`config.mk`:
```
export PLATFORM = sky130hd
export DESIGN_NAME = demux_32_1_to_2_reg
export DESIGN_NICKNAME = d
export VERILOG_FILES = /design/src/rtl/demux_32_1_to_2_reg.sv
export SDC_FILE = /design/constraint.sdc
export NUM_CORES = 1
export LEC_CHECK = 0
export ABC_AREA = 0
export CORE_MARGIN = 8
export CORE_UTILIZATION = 48
export DETAILED_ROUTE_END_ITERATION = 10
export GPL_ROUTABILITY_DRIVEN = 0
export HOLD_SLACK_MARGIN = 0.02
export PLACE_DENSITY = 0.83
export SKIP_CTS_REPAIR_TIMING = 1
export SLEW_MARGIN = 20
export SYNTH_ARGS = -nofsm -noshare
export SYNTH_HDL_FRONTEND = slang
export SYNTH_SLANG_ARGS = --single-unit
```
`constraint.sdc`:
```
create_clock -name clk -period 6.1 [get_ports clk]
set_clock_uncertainty 0.2 [all_clocks]
set_input_delay 0.61 -clock clk [delete_from_list [all_inputs] [get_ports clk]]
set_output_delay 0.61 -clock clk [all_outputs]
set_load 0.02 [all_outputs]
```
`src/rtl/demux_32_1_to_2_reg.sv`:
```
// Purpose: registered 1-to-2 demux; steers each accepted word into channel A (in_sel=0) or B (in_sel=1).
// Latency: 1 cycle (word accepted at edge N is presented after edge N); 1 word/cycle per channel.
// Backpressure: in_ready follows only the selected channel (strict head-of-line, never reorders).
//
// Ports:
//   clk, rst                 clock, asynchronous active-high reset
//   in_data/in_sel           word and route select, sampled when in_valid & in_ready
//   in_valid/in_ready        producer handshake
//   a_data/a_valid/a_ready   channel A output register and consumer handshake
//   b_data/b_valid/b_ready   channel B output register and consumer handshake
//   a_count/b_count          completed output handshakes per channel, wrapping modulo 2^CNT_W
module demux_32_1_to_2_reg #(
  parameter int WIDTH = 32,
  parameter int CNT_W = 16
) (
  input  logic             clk,
  input  logic             rst,
  input  logic [WIDTH-1:0] in_data,
  input  logic             in_sel,
  input  logic             in_valid,
  output logic             in_ready,
  output logic [WIDTH-1:0] a_data,
  output logic             a_valid,
  input  logic             a_ready,
  output logic [WIDTH-1:0] b_data,
  output logic             b_valid,
  input  logic             b_ready,
  output logic [CNT_W-1:0] a_count,
  output logic [CNT_W-1:0] b_count
);

  typedef enum logic {
    EMPTY = 1'b0,
    FULL  = 1'b1
  } chan_state_t;

  chan_state_t      a_state_q, a_state_d;
  chan_state_t      b_state_q, b_state_d;
  logic [WIDTH-1:0] a_data_q, a_data_d;
  logic [WIDTH-1:0] b_data_q, b_data_d;
  logic [CNT_W-1:0] a_cnt_q, a_cnt_d;
  logic [CNT_W-1:0] b_cnt_q, b_cnt_d;

  logic a_drain, b_drain;
  logic acc, a_load, b_load;

  always_ff @(posedge clk or posedge rst) begin
    if (rst) begin
      a_state_q <= EMPTY;
      b_state_q <= EMPTY;
      a_data_q  <= '0;
      b_data_q  <= '0;
      a_cnt_q   <= '0;
      b_cnt_q   <= '0;
    end else begin
      a_state_q <= a_state_d;
      b_state_q <= b_state_d;
      a_data_q  <= a_data_d;
      b_data_q  <= b_data_d;
      a_cnt_q   <= a_cnt_d;
      b_cnt_q   <= b_cnt_d;
    end
  end

  always_comb begin
    a_drain = (a_state_q == FULL) & a_ready;
    b_drain = (b_state_q == FULL) & b_ready;

    // A FULL channel can still take a word on the same edge it drains.
    in_ready = in_sel ? ((b_state_q == EMPTY) | b_ready)
                      : ((a_state_q == EMPTY) | a_ready);
    acc      = in_valid & in_ready;
    a_load   = acc & ~in_sel;
    b_load   = acc &  in_sel;

    a_state_d = a_state_q;
    b_state_d = b_state_q;
    a_data_d  = a_data_q;
    b_data_d  = b_data_q;
    a_cnt_d   = a_cnt_q;
    b_cnt_d   = b_cnt_q;

    // Load wins over drain so drain-and-reload keeps the channel FULL.
    if (a_load) begin
      a_state_d = FULL;
      a_data_d  = in_data;
    end else if (a_drain) begin
      a_state_d = EMPTY;
    end

    if (b_load) begin
      b_state_d = FULL;
      b_data_d  = in_data;
    end else if (b_drain) begin
      b_state_d = EMPTY;
    end

    if (a_drain) a_cnt_d = a_cnt_q + CNT_W'(1);
    if (b_drain) b_cnt_d = b_cnt_q + CNT_W'(1);
  end

  assign a_valid = (a_state_q == FULL);
  assign b_valid = (b_state_q == FULL);
  assign a_data  = a_data_q;
  assign b_data  = b_data_q;
  assign a_count = a_cnt_q;
  assign b_count = b_cnt_q;

endmodule

```
# == After elaboration in Yosys (flattened, before gate mapping) ==
# Index checks and enable logic that the tools add are counted.
# word_totals
reg_bits,98
latch_bits,0
ram_bits,0
romBits,0
out_inout_bits,99
memories,0
# op_classes
addsub,2
multipliers,0
n_div,0
order_cmp,0
eq_ne,0
n_shift,0
mux,5
bitwise_logic,10
reduce_logical,2
# ops
operator,count
$add A16 B1 Y16 const B,2
$and A1 B1 Y1,5
$mux W1,5
$reduce_bool A2 Y1,2
$not A1 Y1,3
$or A1 B1 Y1,2

# == Depth between registers and ports, before layout ==
# Gate-level depths: netlist of run 1.
# depth
depth_word,6
mapped_depth,5
ltp_nobuf,5

# == Least setup slack after synthesis of run 1 ==
# Ideal clock, no wire load.
# synth_timing
path_kind,in2out
startpoint,in a_ready
endpoint,out in_ready
arrival_ps,1129
required_time_ps,5290
slack_ps,4161
cell_stages,2
path_buffers,0
path_cell_list,nand2b_1 > mux2_2
# synth_between
elab_chain_len,2
# synth_rtl
item,line,text
start: declaration,24,"input logic a_ready,"
$or A1 B1 Y1,71,: ((a_state_q == EMPTY) | a_ready);
$mux W1,70,in_ready = in_sel ? ((b_state_q == EMPTY) | b_ready)
end: declaration,21,"output logic in_ready,"
# No other way between the ends.

# == Worst setup path in the final report of run 1 ==
# Ends and elaborated chain as after synthesis.

==> qor.txt, run 1 <==
max layer used - met4
Worst-path clk slew - 90 ps
most frequent cells in the layout - clkdlybuf4s50_1 (136), dfrtp_1 (98), mux2_2 (65), xnor2_1 (18)
H-tree levels - 3
Die Ht - 106.2 µm
WL final - 8979 µm
WL/cell - 17.50 µm
Req. time, crit path - 5290 ps
CTS Sinks - 98
worst relative slew slack - 34.86%
commonest non-fill, non-tap cell in the layout - clkdlybuf4s50_1
Seq/Total Area, Yosys - 62.84%
Pleak - 2.409 nW
Tot Pwr - 1.855 mW
CTS Buffer Depth - 2
site row count - 33
I/O Buffers - 136
Ports - 137
period utilization - 49.64%
Design Area, Final - 5548 µm²
critical path startpoint category - primary input
CTS tree - built
fin nets - 443
Post-Syn Nets - 302
status - completed
Total GRT Usage - 16.31%
vias per inst - 4.942
fmax - 330.3 MHz
NetSw - 0.5785 mW
min Tclk post-route - 3028 ps
initial antenna violation count - 0
share of cells above drive strength 1 - 22.06%
RSZ-0062 raised after global routing - false
Crit path arrival time - 2220 ps
P per Cell Area - 334.4 nW/µm²
DRC marker count from the first detailed-route iteration - 116
DRT Pass-1 Iters - 4
worst skew pair latency - 330 ps
Cell Int Power - 1.277 mW
Met3 Wirelength - 906 µm
Final setup viols - 0
Core Area - 8051 µm²
Synth Area per Inst - 14.90 µm²
Unique masters post-synth - 22
power share of the clock group - 23.2%
Detail Placement HPWL - 6666 µm
wl on met1 - 3324 µm
vias in the first global route - 2874
Final Hold Viols - 0
Slew Viols, Final - 0
CP cell instances - clkdlybuf4s50_1 > nand2b_1 > mux2_2 > clkdlybuf4s50_1
setup tns final - 0 ps
Antenna Cells - 0
ANT nets after route - 0
Die W - 106.2 µm
min-delay worst type - reg -> reg
Critical Path Fanout Max - 4
switch share - 31.18%
Layout area overhead - 42.16%
fillers - 609
register bit total from synthesis - 98
yosys warns - 0
cell seen most often among critical-path stages - clkdlybuf4s50_1
register share of total power - 45.8%
root buf cell - clkbuf_8
TritonCTS buffer count - 9
Remaining DRCs - 0
maxcap violations - 0
global-route wire length before repair - 14710 µm
Hold WS - 270.0 ps
Least-Margin Pin Slew - 975.1 ps
post-synthesis cell area - 3902 µm²
WS Path Type - in -> out
Gate power share - 31.0%
Max IR drop VDD - 181.7 µV
die area - 11270 µm²
largest net degree at the start of global routing - 73
Crit-path slowest cell - clkdlybuf4s50_1
Critical Path End Type - output pin
Overflow after GRT - 0
Place WS - 3096 ps
Initial Util - 48.47%
placed cell areas - 5334 µm²
met2 routed WL - 4690 µm
Mapped Cells - 262
largest stage delay on the critical path - 560 ps
total number of vias - 2535
Setup WS post-layout - 3072 ps
-- logic make-up (layout without fill, tap and decap cells) --
group / count (synthesis) / count (layout) / synth area share, %
xor gates and xnor gates: 30 / 30 / 6.733
muxes: 67 / 67 / 19.33
adders and majority gates: 2 / 2 / 0.6411
buffers and inverters: 11 / 157 / 2.405
and+or+nand+nor: 54 / 54 / 8.047
DFF: 98 / 98 / 62.84
-- state kept, by name, indices dropped and copies added (netlist names) --
| name | flops |
|---|---|
| a_count | 16 |
| a_valid | 1 |
| b_count | 16 |
| b_data | 32 |
| a_data | 32 |
| b_valid | 1 |
-- power groups by stage --
stage / clock [mW] / combinational [mW] / sequential, mW
after global routing: 0.467 / 0.613 / 0.865
after floorplan: 0 / 0.145 / 0.988
after global placement: 0 / 0.571 / 0.853
final: 0.431 / 0.576 / 0.849
after detailed placement: 0 / 0.584 / 0.862
after CTS: 0.445 / 0.587 / 0.849
-- worst paths after layout --
kind | from | end | slack, ps | depth (start not counted)
setup / recovery | a_ready | in_ready | 3070 | 4
setup reg to reg | b_valid$_DFFE_PP0P_ | b_data[17]$_DFFE_PP0P_ | 3980 | 3
hold / removal | a_count[15]$_DFFE_PP0P_ | a_count[15]$_DFFE_PP0P_ | 270 | 1
max in group asynchronous | rst | b_data[29]$_DFFE_PP0P_ | 4110 | 3
min in group asynchronous | rst | a_count[9]$_DFFE_PP0P_ | 390 | 2
hold reg to reg | a_count[15]$_DFFE_PP0P_ | a_count[15]$_DFFE_PP0P_ | 270 | 1
-- per-stage QoR --
stage | util [%] | cells
floorplan | - | 262
global placement | 66.25 | 497
detailed placement | 66.25 | 497
CTS | 68.90 | 513
global route | 68.90 | 513
finish | 68.90 | 513
-- synth_stat cells --
library cell | n | area (µm²)
nor3_1 | 1 | 5.000
nor4_4 | 1 | 21.27
nor2b_1 | 1 | 6.260
xor2_1 | 12 | 105.1
buf_6 | 7 | 78.83
nand4_2 | 2 | 25.02
inv_1 | 4 | 15.01
dfrtp_1 | 98 | 2452
mux2_1 | 2 | 22.52
nand4_1 | 5 | 31.28
and3_1 | 4 | 25.02
and4_1 | 1 | 8.760
ha_1 | 2 | 25.02
nor2_1 | 11 | 41.29
nand3b_4 | 1 | 20.02
or2_2 | 1 | 6.260
and4_4 | 1 | 11.26
mux2_2 | 65 | 732.0
nand2_1 | 12 | 45.04
nand3_1 | 11 | 55.05
xnor2_1 | 18 | 157.7
nand2b_1 | 2 | 12.51
-- metal layers --
metal	up-vias	global-route usage, %
met5	-	0
met4	0	4.523
met3	6	7.441
met2	78	28.78
met1	1272	17.12
li1	1179	-
-- critical path, delay by kind of cell --
family        cells  cell delay, ps
simple gates      1             260
mux               1             300
buf+inv           2            1040
-- area by class of cell --
class	instances	area (µm²)	share of cell area, %
flip-flops and latches	98	2452	44.20
repair buffers	137	1369	24.67
multi-input cells	153	1364	24.58
clock buffers	11	151.4	2.729
well taps	105	131.4	2.368
clock inverters	5	62.56	1.128
inverters	4	17.52	0.3157
Power figures use the tool's default switching activity.
==> run 2: changes to the inputs <==
Settings changed: CORE_UTILIZATION 48 to 45, PLACE_DENSITY 0.83 to 0.79.
Clock period 6.1 ns to 3 ns, I/O delays scaled along.
==> run 2 against run 1 <==
  * Via count grew 1.3%
  * Clock power grew 110%
  * Count of clock-buffer cells in the layout shrank 2
  * Cell area grew 0.63%
  * Global-route usage shrank 0.31 points
  * Critical endpoint unchanged
  * Largest power group unchanged
==> qor.txt, run 2 (synthesized netlist as in run 1, its figures left out) <==
DRC marker count from the first detailed-route iteration - 52 (was 116)
Tot Pwr - 3.816 mW (was 1.855 mW)
share of cells above drive strength 1 - 22.44% (was 22.06%)
NetSw - 1.181 mW (was 0.5785 mW)
Worst-path clk slew - 90 ps (about the same)
Non-Filler Instances - 518 (was 513)
maxcap violations - 0 (unchanged)
RSZ-0062 raised after global routing - false (unchanged)
Final setup viols - 0 (unchanged)
Placed Cells - 502 (was 497)
Crit Reg-Reg Endpoint - a_data[13]$_DFFE_PP0P_ (was b_data[17]$_DFFE_PP0P_)
fmax - 423.4 MHz
placed cell areas - 5366 µm² (was 5334 µm²)
met3 Track Usage GR - 8.629% (was 7.441%)
Detail Placement HPWL - 6900 µm (was 6666 µm)
switch share - 30.96% (was 31.18%)
Setup WS post-layout - 638.4 ps (was 3072 ps)
worst r2r src - a_valid$_DFFE_PP0P_ (was b_valid$_DFFE_PP0P_)
Max IR drop VDD - 444.1 µV (was 181.7 µV)
ANT nets after route - 0 (unchanged)
Least-Margin Pin Slew - 649.9 ps (was 975.1 ps)
Gate power share - 30.9% (was 31.0%)
worst skew pair latency - 350 ps (was 330 ps)
register share of total power - 45.1% (was 45.8%)
Critical Path End Type - output pin (unchanged)
global-route wire length before repair - 14900 µm (was 14710 µm)
I/O Buffers - 136 (unchanged)
Final Hold Viols - 0 (unchanged)
commonest non-fill, non-tap cell in the layout - clkdlybuf4s50_1 (unchanged)
R2R Setup Slk - 1170 ps (was 3980 ps)
setup tns final - 0 ps (unchanged)
power share of the clock group - 24.0% (was 23.2%)
Cell Int Power - 2.635 mW (was 1.277 mW)
R2R depth - 3 (unchanged)
min-delay worst type - in -> async (was reg -> reg)
Remaining DRCs - 0 (unchanged)
CTS Sinks - 98 (unchanged)
layer with the highest usage - met2 (unchanged)
DRT Pass-1 Iters - 4 (unchanged)
critical path startpoint category - primary input (unchanged)
Crit path arrival time - 1860 ps (was 2220 ps)
Overflow after GRT - 0 (unchanged)
Initial Util - 45.64% (was 48.47%)
Hold WS - 277.2 ps (was 270.0 ps)
WS Path Type - in -> out (unchanged)
met1 GRT Util - 18.06% (was 17.12%)
Worst Setup SP - a_ready (unchanged)
vias per inst - 4.956 (was 4.942)
Layout area overhead - 43.06% (was 42.16%)
Req. time, crit path - 2500 ps (was 5290 ps)
vias in the first global route - 2878 (was 2874)
Design Area, Final - 5583 µm² (was 5548 µm²)
fin nets - 445 (was 443)
Ports - 137 (unchanged)
Slew Viols, Final - 0 (unchanged)
worst relative slew slack - 56.67% (was 34.86%)
Critical Path Fanout Max - 4 (unchanged)
total number of vias - 2567 (was 2535)
most frequent cells in the layout - clkdlybuf4s50_1 (136), dfrtp_1 (98), mux2_2 (65), xnor2_1 (18) (unchanged)
initial antenna violation count - 0 (unchanged)
GRT met2 Usage - 25.52% (was 28.78%)
period utilization - 78.72%
utilization after layout - 65.29% (was 68.90%)
CTS Buffer Depth - 2 (unchanged)
site row count - 34 (was 33)
status - completed (unchanged)
min Tclk post-route - 2362 ps
Place WS - 637.7 ps (was 3096 ps)
Total GRT Usage - 15.99% (was 16.31%)
CTS tree - built (unchanged)
WL/cell - 17.51 µm (was 17.50 µm)
die area - 11910 µm² (was 11270 µm²)
WL final - 9070 µm (was 8979 µm)
root buf cell - clkbuf_8 (unchanged)
Die W - 109.1 µm (was 106.2 µm)
Core Area - 8551 µm² (was 8051 µm²)
P per Cell Area - 683.6 nW/µm² (was 334.4 nW/µm²)
Die Ht - 109.1 µm (was 106.2 µm)
largest net degree at the start of global routing - 53 (was 73)
TritonCTS buffer count - 9 (unchanged)
Antenna Cells - 0 (unchanged)
Worst Setup EP - in_ready (unchanged)
Pleak - 2.430 nW (was 2.409 nW)
H-tree levels - 3 (unchanged)
run 2: cell types whose count changed in the layout (fill, tap and decap cells not counted), sizes merged:
cell	delta
clkbuf	-2
clkinvlp	-1
clkinv	+2
bufinv	+1
buf	+2
run 2: critical path: stages:
cell             delay [ps]
clkdlybuf4s50_1         480
nand2b_1                250
mux2_2                  290
clkdlybuf4s50_1         540
run 2: power by group through the flow:
stage | clock (mW) | combinational, mW | sequential (mW)
after floorplan | 0 | 0.295 | 2.01
after global placement | 0 | 1.18 | 1.73
after detailed placement | 0 | 1.20 | 1.75
after CTS | 0.940 | 1.20 | 1.72
after global routing | 1.00 | 1.26 | 1.76
final | 0.915 | 1.18 | 1.72
run 2: how the worst min path moves through the flow:
| stage | startpoint | endpoint | cells after the start |
|---|---|---|---|
| finish | rst | b_data[10]$_DFFE_PP0P_ | 3 |
| global route | b_count[15]$_DFFE_PP0P_ | b_count[15]$_DFFE_PP0P_ | 1 |
| CTS | b_count[15]$_DFFE_PP0P_ | b_count[15]$_DFFE_PP0P_ | 1 |
| detailed placement | b_count[15]$_DFFE_PP0P_ | b_count[15]$_DFFE_PP0P_ | 1 |
| global placement | a_count[15]$_DFFE_PP0P_ | a_count[15]$_DFFE_PP0P_ | 1 |
| floorplan | in_sel | b_valid$_DFFE_PP0P_ | 2 |
run 2: cell type report:
cell class	count	area, µm²
Clock buffer	9	123.9
Clock inverter	7	92.59
Timing Repair Buffer	139	1396
Sequential cell	98	2452
Fill cell	645	2968
Tap cell	108	135.1
Multi-Input combinational cell	153	1364
Inverter	4	18.77
run 2: metal layers:
layer / vias up / routed length (µm)
met5: - / 0
met4: 0 / 95
met3: 8 / 1142
met2: 86 / 4392
met1: 1286 / 3440
li1: 1187 / -
